### src/rtl/pixel_readout_capture.sv
// pixel_readout_capture: samples a 2x2 pixel frame off the readout strobes
// and streams the four pixels out over a valid/ready port.
module pixel_readout_capture #(
    parameter int DW     = 8,
    parameter int SETTLE = 2
) (
    input  logic          clk,
    input  logic          reset,
    input  logic          erase,
    input  logic          expose,
    input  logic          convert,
    input  logic          read12,
    input  logic          read34,
    input  logic [DW-1:0] pixData1,
    input  logic [DW-1:0] pixData2,
    input  logic [DW-1:0] pixData3,
    input  logic [DW-1:0] pixData4,
    output logic [DW-1:0] pix_data,
    output logic [1:0]    pix_idx,
    output logic          pix_valid,
    input  logic          pix_ready,
    output logic          pix_last,
    output logic          frame_done,
    output logic [7:0]    frame_count,
    output logic          seq_err,
    output logic          overrun
);

    typedef enum logic [2:0] {
        IDLE, ARMED, CONV, RD12, WAIT34, RD34, DRAIN
    } state_t;

    localparam logic [3:0] SET4 = 4'(SETTLE);
    localparam bit         ONE  = (SETTLE == 1);

    state_t        state;
    logic [3:0]    cnt;
    logic [DW-1:0] pbuf [4];

    // expose carries no information for capture; ARMED ignores it
    logic unused_expose;
    assign unused_expose = expose;

    // cnt stays below SETTLE (<=15) in RD states, so +1 cannot wrap
    logic [3:0] cnt_nx;
    logic       settled;
    logic [1:0] idx_nx;
    assign cnt_nx  = cnt + 4'd1;
    assign settled = (cnt_nx == SET4);
    assign idx_nx  = pix_idx + 2'd1;

    // capture sequencer, frame buffer and registered stream outputs
    always_ff @(posedge clk or negedge reset) begin
        if (!reset) begin
            state       <= IDLE;
            cnt         <= '0;
            for (int i = 0; i < 4; i++) pbuf[i] <= '0;
            pix_data    <= '0;
            pix_idx     <= '0;
            pix_valid   <= 1'b0;
            pix_last    <= 1'b0;
            frame_done  <= 1'b0;
            frame_count <= '0;
            seq_err     <= 1'b0;
            overrun     <= 1'b0;
        end else begin
            frame_done <= 1'b0;
            unique case (state)
                IDLE: begin
                    if (erase) state <= ARMED;
                end
                ARMED: begin
                    if (!erase && convert) state <= CONV;
                end
                CONV: begin
                    if (erase) begin
                        state <= ARMED;
                    end else if (read34) begin
                        seq_err <= 1'b1;
                        state   <= IDLE;
                    end else if (read12) begin
                        cnt <= 4'd1;
                        if (ONE) begin
                            pbuf[0] <= pixData1;
                            pbuf[1] <= pixData2;
                            state   <= WAIT34;
                        end else begin
                            state <= RD12;
                        end
                    end
                end
                RD12: begin
                    if (erase) begin
                        state <= ARMED;
                    end else if (read34 || !read12) begin
                        seq_err <= 1'b1;
                        state   <= IDLE;
                    end else begin
                        cnt <= cnt_nx;
                        if (settled) begin
                            pbuf[0] <= pixData1;
                            pbuf[1] <= pixData2;
                            state   <= WAIT34;
                        end
                    end
                end
                WAIT34: begin
                    if (erase) begin
                        state <= ARMED;
                    end else if (read34 && read12) begin
                        seq_err <= 1'b1;
                        state   <= IDLE;
                    end else if (read34) begin
                        cnt <= 4'd1;
                        if (ONE) begin
                            pbuf[2]   <= pixData3;
                            pbuf[3]   <= pixData4;
                            pix_data  <= pbuf[0];
                            pix_idx   <= 2'd0;
                            pix_last  <= 1'b0;
                            pix_valid <= 1'b1;
                            state     <= DRAIN;
                        end else begin
                            state <= RD34;
                        end
                    end
                end
                RD34: begin
                    if (erase) begin
                        state <= ARMED;
                    end else if (read12 || !read34) begin
                        seq_err <= 1'b1;
                        state   <= IDLE;
                    end else begin
                        cnt <= cnt_nx;
                        if (settled) begin
                            pbuf[2]   <= pixData3;
                            pbuf[3]   <= pixData4;
                            pix_data  <= pbuf[0];
                            pix_idx   <= 2'd0;
                            pix_last  <= 1'b0;
                            pix_valid <= 1'b1;
                            state     <= DRAIN;
                        end
                    end
                end
                DRAIN: begin
                    // a new erase cannot be honoured; the frame it starts is lost
                    if (erase) overrun <= 1'b1;
                    if (pix_ready) begin
                        if (pix_idx == 2'd3) begin
                            pix_valid   <= 1'b0;
                            pix_last    <= 1'b0;
                            frame_done  <= 1'b1;
                            frame_count <= frame_count + 8'd1;
                            state       <= IDLE;
                        end else begin
                            pix_idx  <= idx_nx;
                            pix_data <= pbuf[idx_nx];
                            pix_last <= (idx_nx == 2'd3);
                        end
                    end
                end
                default: state <= IDLE;
            endcase
        end
    end

endmodule

### config.mk
export PLATFORM = sky130hd
export DESIGN_NAME = pixel_readout_capture
export DESIGN_NICKNAME = d
export VERILOG_FILES = /design/src/rtl/pixel_readout_capture.sv
export SDC_FILE = /design/constraint.sdc
export NUM_CORES = 1
export LEC_CHECK = 0
export CORE_MARGIN = 3
export CORE_UTILIZATION = 45
export DETAILED_ROUTE_END_ITERATION = 10
export GPL_TIMING_DRIVEN = 0
export HOLD_SLACK_MARGIN = 0.03
export PLACE_DENSITY = 0.8
export SYNTH_ARGS = -nofsm -noshare
export SYNTH_HDL_FRONTEND = slang
export SYNTH_SLANG_ARGS = --single-unit
### constraint.sdc
create_clock -name clk -period 2.4 [get_ports clk]
set_input_delay 0.48 -clock clk [delete_from_list [all_inputs] [get_ports clk]]
set_output_delay 0.48 -clock clk [all_outputs]
set_load 0.005 [all_outputs]
==> impl_metrics.yaml <==
floorplanning:
  dieHeight_um: 88.3
  rows: 29
  io_pins: 63
  die_x_um: 88.3
  initial_core_util_pct: 47.2
  dieArea_um2: 7790
  core_um2: 6460
clock_tree:
  clock_path_buffers: 2
  cts_sinks: 62
  cts.clk_slew.worst_paths_ns: 0.07
  cts_root_buffer: "clkbuf_8"
  cts_tree: "yes"
  clkLatencyLatePin_ns: 0.34
  htreeDepth: 3
  cts_buffers: 9
sta:
  setup_viol: 0
  worst_pin_slew_ns: 0.662
  max_freq_mhz: 424
  finalClockSkew_ns: 0.00688
  min_period_ns: 2.36
  drv_slew: 0
  period_share_pct: 98.2
  rsz0062_at_grt: "yes"
  hold_viol_final: 0
  slew_headroom_pct: 55.4
critical_path:
  worstPathBufferInverterCount: 0
  slowest_delay_ns: 0.58
  rrSetupSlack_ns: 0.04
  path_delay_family: "compound AO/OA/AOI/OAI gates"
  path_cells: "ha_1 > nor4b_1 > a41oi_2 > a2111oi_2 > mux2_2"
  endpoint_kind: "register"
  required_ns: 2.62
  cp-start-kind: "register"
  cp.arrival_ns: 2.58
  critPathSlowestCell: "a2111oi_2"
  worstSetupPathType: "register to register"
  crit_path_max_fanout: 6
global_route:
  grt_max_degree: 25
  gr-total-overflow: 0
  antenna_found_initial: 0
  grt_pass1_wl_um: 10800
  grt_util_all_layers_pct: 18.3
  grt_pass1_vias: 2206
drt:
  drt_drc_violations_left: 0
  wl_met2_um: 3360
  ant_nets: 0
  routed-wl-met3_um: 304
  vias_per_cell: 5.52
  drtIter0Drc: 115
  wl_um: 6760
  vias: 2270
  first_pass_iters: 4
  detail_route.wl_per_cell_um: 16.5
  met1_length_um: 2980
  top_layer_used: "met4"
power_and_ir_drop:
  p_per_area_nw_per_um2: 842
  power_frac_comb_pct: 33.9
  switching_share_pct: 34.7
  clkPwrFrac_pct: 24.6
  leakage_nw: 1.78
  pwr-share-seq_pct: 41.6
  ir_worst_vdd_v: 0.000435
  switchingPower_mw: 1.16
  intPower_mw: 2.19
synth:
  synthArstFlopShare_pct: 100
  ys_seq_area_share_pct: 50.9
  synth.distinct_cells: 48
  yosys.area.top_type: "dfrtp_1"
  synth_area_um2: 3050
  avgSynthCellArea_um2: 12.0
  ys.warnings.count: 0
  synthTopCellsByArea: "dfrtp_1, mux2_2, ha_1, a21oi_1, o22ai_1"
  synth_edf_count: 0
  synth_nets: 300
  synth_commonest_cells: "dfrtp_1, mux2_2, a21oi_1, nor2_1, nand2_1"
  ys.flop_type: "dfrtp_1"
  synthCells: 254
  synth_top_area_share_pct: 50.9
  yosysMostFrequentCell: "dfrtp_1"
  ys_ff_latch: 62
final_layout:
  nets: 375
  seq_area_um2: 1550
  fin_cells: 411
  drive_gt1_share_pct: 26.9
  fillers: 538
  area_growth_pct: 30.9
  n_antenna_cell: 0
  finish.instance_area_um2: 3990
  multiInputGateArea_um2: 1420
hold_path:
  hold_class: "primary input to async pin"
placed_design:
  placed_cells: 393
  hpwl_um: 4920
  place.gp.congestion: 0.892
  io_buffers: 60
  place_area_um2: 3790
job:
  maxCapViolations: 0
outcome:
  outcome: "complete, no violations"
-- layout make-up --
cell class	instances	share of cell area, %
Clock buffer	9	3.11
Buffer	10	1.66
Clock inverter	7	1.25
Sequential cell	62	38.9
Inverter	6	0.565
Multi-Input combinational cell	176	35.6
Tap cell	77	2.42
Timing Repair Buffer	64	16.5
-- power by group through the flow --
stage          clock network (mW)  logic [mW]  registers [mW]
2_1_floorplan                   0       0.765            1.37
3_3_place_gp                    0        1.08            1.40
3_5_place_dp                    0        1.12            1.41
4_1_cts                     0.839        1.14            1.39
5_1_grt                     0.876        1.25            1.42
6_report                    0.824        1.14            1.40
-- path summary, 6_finish.rpt --
kind	startpoint	to	depth (start not counted)
min in group clk	frame_count[7]	frame_count[7]	1
max in group asynchronous	reset	pbuf[16]	3
setup reg to reg	cnt[0]	state[2]	5
hold / removal	reset	seq_err	1
hold reg to reg	frame_count[7]	frame_count[7]	1
setup / recovery	cnt[0]	state[2]	5
-- repair_timing --
action	in CTS	in global routing
pin swaps	2	0
hold buffers	0	0
buffers inserted	2	0
endpoints found under the setup margin	32	12
gates resized for setup	4	2
-- cells by family (layout without fill, tap and decap cells) --
logic type | Yosys count | after routing | share of synthesized area (%)
flops | 62 | 62 | 50.9
simple gates | 60 | 60 | 11.7
mux | 54 | 54 | 19.8
compound gates | 48 | 48 | 10.2
buf+inv | 16 | 96 | 2.55
xor+xnor | 8 | 8 | 2.30
fa+ha+maj | 6 | 6 | 2.46
-- flip-flops by register name (all words and copies together), names as in the netlist --
name / cells
seq_err: 1
frame_count: 8
overrun: 1
cnt: 4
state: 3
pix_idx: 2
pix_valid: 1
pbuf: 32
pix_data: 8
pix_last: 1
frame_done: 1
-- cells in the final DEF (no fill, tap or decap), types with 3 or more instances in the layout --
master            n
dfrtp_1          62
clkdlybuf4s50_1  59
mux2_2           51
a21oi_1          14
nor2_1           12
nand2_1          10
o21ai_0           9
clkbuf_8          9
o22ai_1           8
inv_1             6
nor3_1            6
nand3_1           6
xnor2_1           5
ha_1              5
buf_4             4
nand2b_1          4
buf_2             3
nand3b_1          3
xor2_1            3
and3_1            3
nor2b_1           3
o211ai_1          3
mux2i_1           3
clkinv_2          3
clkinv_4          3
-- worst reg2reg max path, stage by stage, from the launching register on --
cell       delay (ns)
dfrtp_1          0.44
ha_1             0.28
nor4b_1          0.37
a41oi_2          0.17
a2111oi_2        0.58
mux2_2           0.40
-- metal layers --
metal	vias to the layer above	track usage [%]
li1	1085	-
met1	1119	23.0
met2	55	30.1
met3	11	3.54
met4	0	9.07
met5	-	0
-- metrics by stage --
| step | setup WS [ns] | hold slack, ns | util [%] | total power, mW | setup TNS [ns] |
|---|---|---|---|---|---|
| floorplan | 0.0365 | 0.184 | - | 2.13 | 0 |
| global placement | -1.15 | 0.457 | 58.0 | 2.48 | -77.39 |
| detailed placement | -0.514 | 0.432 | 58.6 | 2.53 | -8.06 |
| CTS | 0.0228 | 0.0646 | 61.7 | 3.37 | 0 |
| global route | -0.0526 | 0.0899 | 61.8 | 3.55 | -0.348 |
| finish | 0.0441 | 0.0653 | 61.8 | 3.36 | 0 |
Power figures use the tool's default switching activity.
